`src/rtl/modexp_par.sv`:
```
`default_nettype none
// ============================================================================
// modexp_par : result = a^b mod m, two bit-serial interleaved multipliers run
//              the multiply (acc*base) and square (base*base) steps together.
// Rev 1.0
// ============================================================================
module modexp_par #(
  parameter int WIDTH = 32
) (
  input  logic             clk,
  input  logic             reset,
  input  logic             start,
  input  logic [WIDTH-1:0] a,
  input  logic [WIDTH-1:0] b,
  input  logic [WIDTH-1:0] m,
  output logic [WIDTH-1:0] result,
  output logic             done,
  output logic             busy,
  output logic             err
);

  localparam int              CW     = (WIDTH > 2) ? $clog2(WIDTH) : 1;
  localparam logic [CW-1:0]   c_LAST = CW'(WIDTH - 1);
  localparam logic [WIDTH-1:0] c_ONE = WIDTH'(1);

  typedef enum logic [2:0] {
    S_IDLE   = 3'd0,
    S_LOAD   = 3'd1,
    S_REDUCE = 3'd2,
    S_STEP   = 3'd3,
    S_MUL    = 3'd4,
    S_FINISH = 3'd5
  } state_t;

  state_t r_state;
  state_t w_next;

  logic [WIDTH-1:0] r_a, r_b, r_m;
  logic [WIDTH-1:0] r_acc, r_base, r_e;
  logic [WIDTH-1:0] r_ra, r_xa, r_ya;
  logic [WIDTH-1:0] r_rb, r_xb, r_yb;
  logic [CW-1:0]    r_cnt;
  logic             w_last;
  logic [WIDTH-1:0] w_a_step, w_b_step;

  // One MSB-first interleaved step; both operands stay below md, so a single
  // conditional subtract per addition keeps the WIDTH+1-bit sum reduced.
  function automatic logic [WIDTH-1:0] mm_step(
    input logic [WIDTH-1:0] r,
    input logic             xbit,
    input logic [WIDTH-1:0] y,
    input logic [WIDTH-1:0] md
  );
    logic [WIDTH:0] d;
    logic [WIDTH:0] s;
    d = {r, 1'b0};
    if (d >= {1'b0, md}) d = d - {1'b0, md};
    s = d + (xbit ? {1'b0, y} : {(WIDTH+1){1'b0}});
    if (s >= {1'b0, md}) s = s - {1'b0, md};
    return s[WIDTH-1:0];
  endfunction

  assign w_last   = (r_cnt == c_LAST);
  assign w_a_step = mm_step(r_ra, r_xa[WIDTH-1], r_ya, r_m);
  assign w_b_step = mm_step(r_rb, r_xb[WIDTH-1], r_yb, r_m);

  always_ff @(posedge clk) begin
    if (reset) r_state <= S_IDLE;
    else       r_state <= w_next;
  end

  always_comb begin
    w_next = r_state;
    unique case (r_state)
      S_IDLE:   if (start) w_next = S_LOAD;
      S_LOAD:   w_next = (r_m <= c_ONE || r_b == '0) ? S_FINISH : S_REDUCE;
      S_REDUCE: if (w_last) w_next = S_STEP;
      S_STEP:   w_next = (r_e == '0) ? S_FINISH : S_MUL;
      S_MUL:    if (w_last) w_next = S_STEP;
      S_FINISH: w_next = S_IDLE;
      default:  w_next = S_IDLE;
    endcase
  end

  always_ff @(posedge clk) begin
    if (reset) begin
      r_a    <= '0;
      r_b    <= '0;
      r_m    <= '0;
      r_acc  <= '0;
      r_base <= '0;
      r_e    <= '0;
      r_ra   <= '0;
      r_xa   <= '0;
      r_ya   <= '0;
      r_rb   <= '0;
      r_xb   <= '0;
      r_yb   <= '0;
      r_cnt  <= '0;
      result <= '0;
      done   <= 1'b0;
      busy   <= 1'b0;
      err    <= 1'b0;
    end else begin
      unique case (r_state)
        S_IDLE: begin
          if (start) begin
            r_a  <= a;
            r_b  <= b;
            r_m  <= m;
            done <= 1'b0;
            busy <= 1'b1;
            err  <= 1'b0;
          end else begin
            done <= 1'b1;
          end
        end
        // Degenerate cases park their answer in acc so FINISH is uniform.
        S_LOAD: begin
          if (r_m == '0) begin
            r_acc <= '0;
            err   <= 1'b1;
          end else if (r_m == c_ONE) begin
            r_acc <= '0;
          end else if (r_b == '0) begin
            r_acc <= c_ONE;
          end else begin
            r_acc <= c_ONE;
            r_e   <= r_b;
            r_ra  <= '0;
            r_xa  <= r_a;
            r_ya  <= c_ONE;
            r_cnt <= '0;
          end
        end
        S_REDUCE: begin
          r_ra  <= w_a_step;
          r_xa  <= {r_xa[WIDTH-2:0], 1'b0};
          r_cnt <= r_cnt + CW'(1);
          if (w_last) r_base <= w_a_step;
        end
        S_STEP: begin
          if (r_e != '0) begin
            r_ra  <= '0;
            r_xa  <= r_acc;
            r_ya  <= r_base;
            r_rb  <= '0;
            r_xb  <= r_base;
            r_yb  <= r_base;
            r_cnt <= '0;
          end
        end
        S_MUL: begin
          r_ra  <= w_a_step;
          r_xa  <= {r_xa[WIDTH-2:0], 1'b0};
          r_rb  <= w_b_step;
          r_xb  <= {r_xb[WIDTH-2:0], 1'b0};
          r_cnt <= r_cnt + CW'(1);
          if (w_last) begin
            if (r_e[0]) r_acc <= w_a_step;
            r_base <= w_b_step;
            r_e    <= r_e >> 1;
          end
        end
        S_FINISH: begin
          result <= r_acc;
          done   <= 1'b1;
          busy   <= 1'b0;
        end
        default: ;
      endcase
    end
  end

endmodule
`default_nettype wire

```
`config.mk`:
```
export PLATFORM = sky130hd
export DESIGN_NAME = modexp_par
export DESIGN_NICKNAME = d
export VERILOG_FILES = /design/src/rtl/modexp_par.sv
export SDC_FILE = /design/constraint.sdc
export NUM_CORES = 1
export LEC_CHECK = 0
export ABC_AREA = 1
export BUFFER_PORTS_ARGS = -buffer_cell sky130_fd_sc_hd__clkbuf_2
export CAP_MARGIN = 20
export CORE_MARGIN = 1
export CORE_UTILIZATION = 48
export DETAILED_ROUTE_END_ITERATION = 10
export PLACE_DENSITY = 0.65
export SYNTH_ARGS = -nofsm -noshare
export SYNTH_HDL_FRONTEND = slang
export SYNTH_SLANG_ARGS = --single-unit
```
`constraint.sdc`:
```
create_clock -name clk -period 14.5 [get_ports clk]
set_input_delay 2.175 -clock clk [delete_from_list [all_inputs] [get_ports clk]]
set_output_delay 2.175 -clock clk [all_outputs]
set_load 0.01 [all_outputs]
```
==> results.txt <==
- Status: completed
* Layout area overhead: 9.709%
- Vias: 31540
- Arrival time of the worst setup path: 9.80 ns
* Average cell area after synthesis: 6.436 µm²
* Drt first pass iters: 6
- Share of async-settable or async-resettable flops after synthesis: 0
* Register area share after synthesis: 0.2873
- Most area-consuming cells after synthesis: dfxtp_1, nand2_1, ha_1
* Post-route fraction of the period consumed by the critical path: 0.6402
- In this run the standard cell core region covers 0.06081 mm².
* Number of CTS-inserted buffers: 50
- For the final database, setup skew stands at 0.04178 ns.
- The tree is rooted in a clkbuf_16.
- Number of DRC markers after the initial detailed-route iteration: 3126
* PortBufs: 133
- The share of total power dissipated in the clock network is 0.168.
- Post-CTS Resized: 0
- After clock tree synthesis, the flow added hold-fix buffers numbering 0.
- The tree built by TritonCTS fans out to 427 sinks.
* Area share of the largest cell type after synthesis: 0.2873
* Clock tree from TritonCTS: yes
- The completed layout was analyzed and its total power is 8.054 mW.
- Internal power comes to 3.639 mW.
- Min setup slack post-route: 5.217 ns
- The count of pins over their slew limit is 0.
- Routed wire per std cell: 21.87 µm
* RSZ-0062 raised after global routing: no
- Data required, critical path: 15.02 ns
- Library cell contributing the largest single delay on the critical path: o21ai_0
- Max FO, Critical Path: 40
* Post-DP HPWL: 93.47 mm
- The number of global-route vias before repair came to 29390.
- Leading cell type in the layout, fill and taps excluded: nand2_1
- FP Rows: 90
* Startpoint type of the worst setup path: flop
- Flop and latch count out of synthesis: 427
* Switch Pwr: 4.416 mW
* Relative contribution of combinational cells to total power: 0.664
- Delay-heaviest family, CP: simple AND/OR/NAND/NOR gates
- The initial antenna violation count is 1.
- Areal power density over the cells: 246.7 mW/mm²
* Die X-Extent: 251.0 µm
- Clock-pin slew was measured on the worst setup and hold paths at 0.06 ns.
- For this run, design rule violations remaining after detail routing come to 0.
- Share of power burned in registers: 0.168
- For the pin with the worst max-slew slack, the measured transition is 1.115 ns.
- Global-route wire length before repair: 180.4 mm
- The tightest hold path in the finished design has a slack of 0.4545 ns.
- H-tree depth reported by CTS: 2
* Synthesized instance count: 4623
- The biggest area contributor in the post-synthesis netlist is dfxtp_1.
* Detailed-route vias per instance: 5.766
- The floorplan step defined a die boundary enclosing 0.06299 mm².
- Class of the most critical setup path: flop to flop
* Height of the die: 251.0 µm
- Number of buffers and inverters on the critical path: 6
* Final Hold Fails: 0
* Final setup violation count: 0
* Worst Setup Slack post-DPL: 5.669 ns
- Type of the tightest min-delay check: flop to flop
- Measured against its own limit, the worst slew margin works out to 0.2551.
* Count of flip-flops with a built-in enable after synthesis: 0
* Antenna diode count: 0
* I/O pin total: 134
- The initial utilization of the core area, before any placement, comes to 0.4893.
- Switching share of power: 0.5482
* Layout cells sized above 1: 0.06955
- Counting distinct cell types in the post-synthesis netlist gives 50.
* Worst vdd rail ir drop: 346.9 µV
* Antenna violation net count after detailed routing: 0
- The cell area that synthesis handed to floorplanning was 0.02975 mm².
* Static leakage: 15.83 nW
* Clock buffer depth: 3
- Total number of nets in the final design: 4948
- When the netlist entered floorplanning its net count stood at 4922.
* Wire length reported by the detailed router: 119.6 mm
- Sum of negative setup slack: 0 ns
- Buffers added to address setup during post-CTS repair amount to 0.
- GP Congestion: 1.085
* Pin count of the biggest net entering global routing: 89
* Number of warnings reported in the yosys synthesis log: 0
* Remaining global-route overflow: 0
* Endpoint kind of the worst setup timing path: flop
- Fill count: 6413
- Maxcap violations: 0
* Most frequent cells in the layout: nand2_1, inv_1, a21oi_1
- Among all flip-flop cells after synthesis, the most frequent one is dfxtp_1.
- Latest clock arrival within the worst-skew pair: 0.63 ns
- Most used cell along the critical path: nand2_1
- For this run, the slowest stage of the critical path takes 0.88 ns.
* Minimum clock period: 9.283 ns
- Max Fclk: 107.7 MHz
- Total GRT Usage: 0.3747
through the flow:
step | utilization | instance area (µm²) | instances
6_report | 0.5368 | 32640 | 5469
5_1_grt | 0.5368 | 32640 | 5469
4_1_cts | 0.5368 | 32640 | 5469
3_5_place_dp | 0.5080 | 30890 | 5379
3_3_place_gp | 0.5080 | 30890 | 5379
2_1_floorplan | - | 29750 | 4623
synthesized netlist by cell type (69+ instances only):
library cell and count:
nand2_1 1203, dfxtp_1 427, nand3_1 302, a31oi_1 73, inv_1 556, a21oi_1 480, xor2_1 89, nor2_1 368
ha_1 194, o21ai_0 308, xnor2_1 69, clkbuf_1 141
routing by layer:
layer / global-route usage / wire [µm] / vias to the layer above
li1: - / - / 15270
met5: 0 / 16 / -
met3: 0.04649 / 8871 / 243
met2: 0.5656 / 50560 / 1251
met1: 0.5204 / 53150 / 14770
met4: 0.1984 / 6987 / 2
power by group through the flow:
stage | logic (mW) | clock network [mW] | registers [mW]
after global routing | 5.81 | 1.41 | 1.36
after floorplan | 3.69 | 0 | 1.34
final | 5.35 | 1.36 | 1.35
after detailed placement | 5.20 | 0 | 1.37
after global placement | 5.27 | 0 | 1.37
after CTS | 5.23 | 1.37 | 1.35
cell type report:
| class | count | area [µm²] | area share |
|---|---|---|---|
| Clock buffer | 66 | 1441 | 0.04415 |
| Clock inverter | 24 | 309.0 | 0.009467 |
| Inverter | 565 | 2126 | 0.06512 |
| Multi-Input combinational cell | 3440 | 18320 | 0.5613 |
| Sequential cell | 427 | 8549 | 0.2619 |
| Tap cell | 782 | 978.4 | 0.02997 |
| Timing Repair Buffer | 165 | 915.9 | 0.02806 |
final timing paths:
| kind | start | slack [ns] | cells past startpoint | to |
|---|---|---|---|---|
| worst min register to register | r_a[5] | 0.45 | 2 | r_a[5] |
| worst min-delay path | r_a[5] | 0.45 | 2 | r_a[5] |
| worst max-delay path | r_m[25] | 5.22 | 38 | r_base[10] |
| worst max register to register | r_m[25] | 5.22 | 38 | r_base[10] |
logic make-up (layout without fill, tap and decap cells):
logic type                 count (synthesis)  count (layout)  synth area share
AOI/OAI and AO/OA                       1035            1035            0.1923
xor gates and xnor gates                 158             158           0.04651
adders and majority gates                200             200           0.08561
buffers and inverters                    756             820           0.09831
DFF                                      427             427            0.2873
and+or+nand+nor                         2047            2047            0.2899
worst register-to-register path: cells and delay by family (launching register included):
family	cells	cell delay, ns
AO/OA/AOI/OAI	6	2.28
AND/OR/NAND/NOR	22	3.69
flip-flops	1	0.33
adder cells (fa/ha/maj)	3	1.13
buffers and inverters	6	1.50
XOR/XNOR	1	0.27
(Power assumes the default switching activity.)
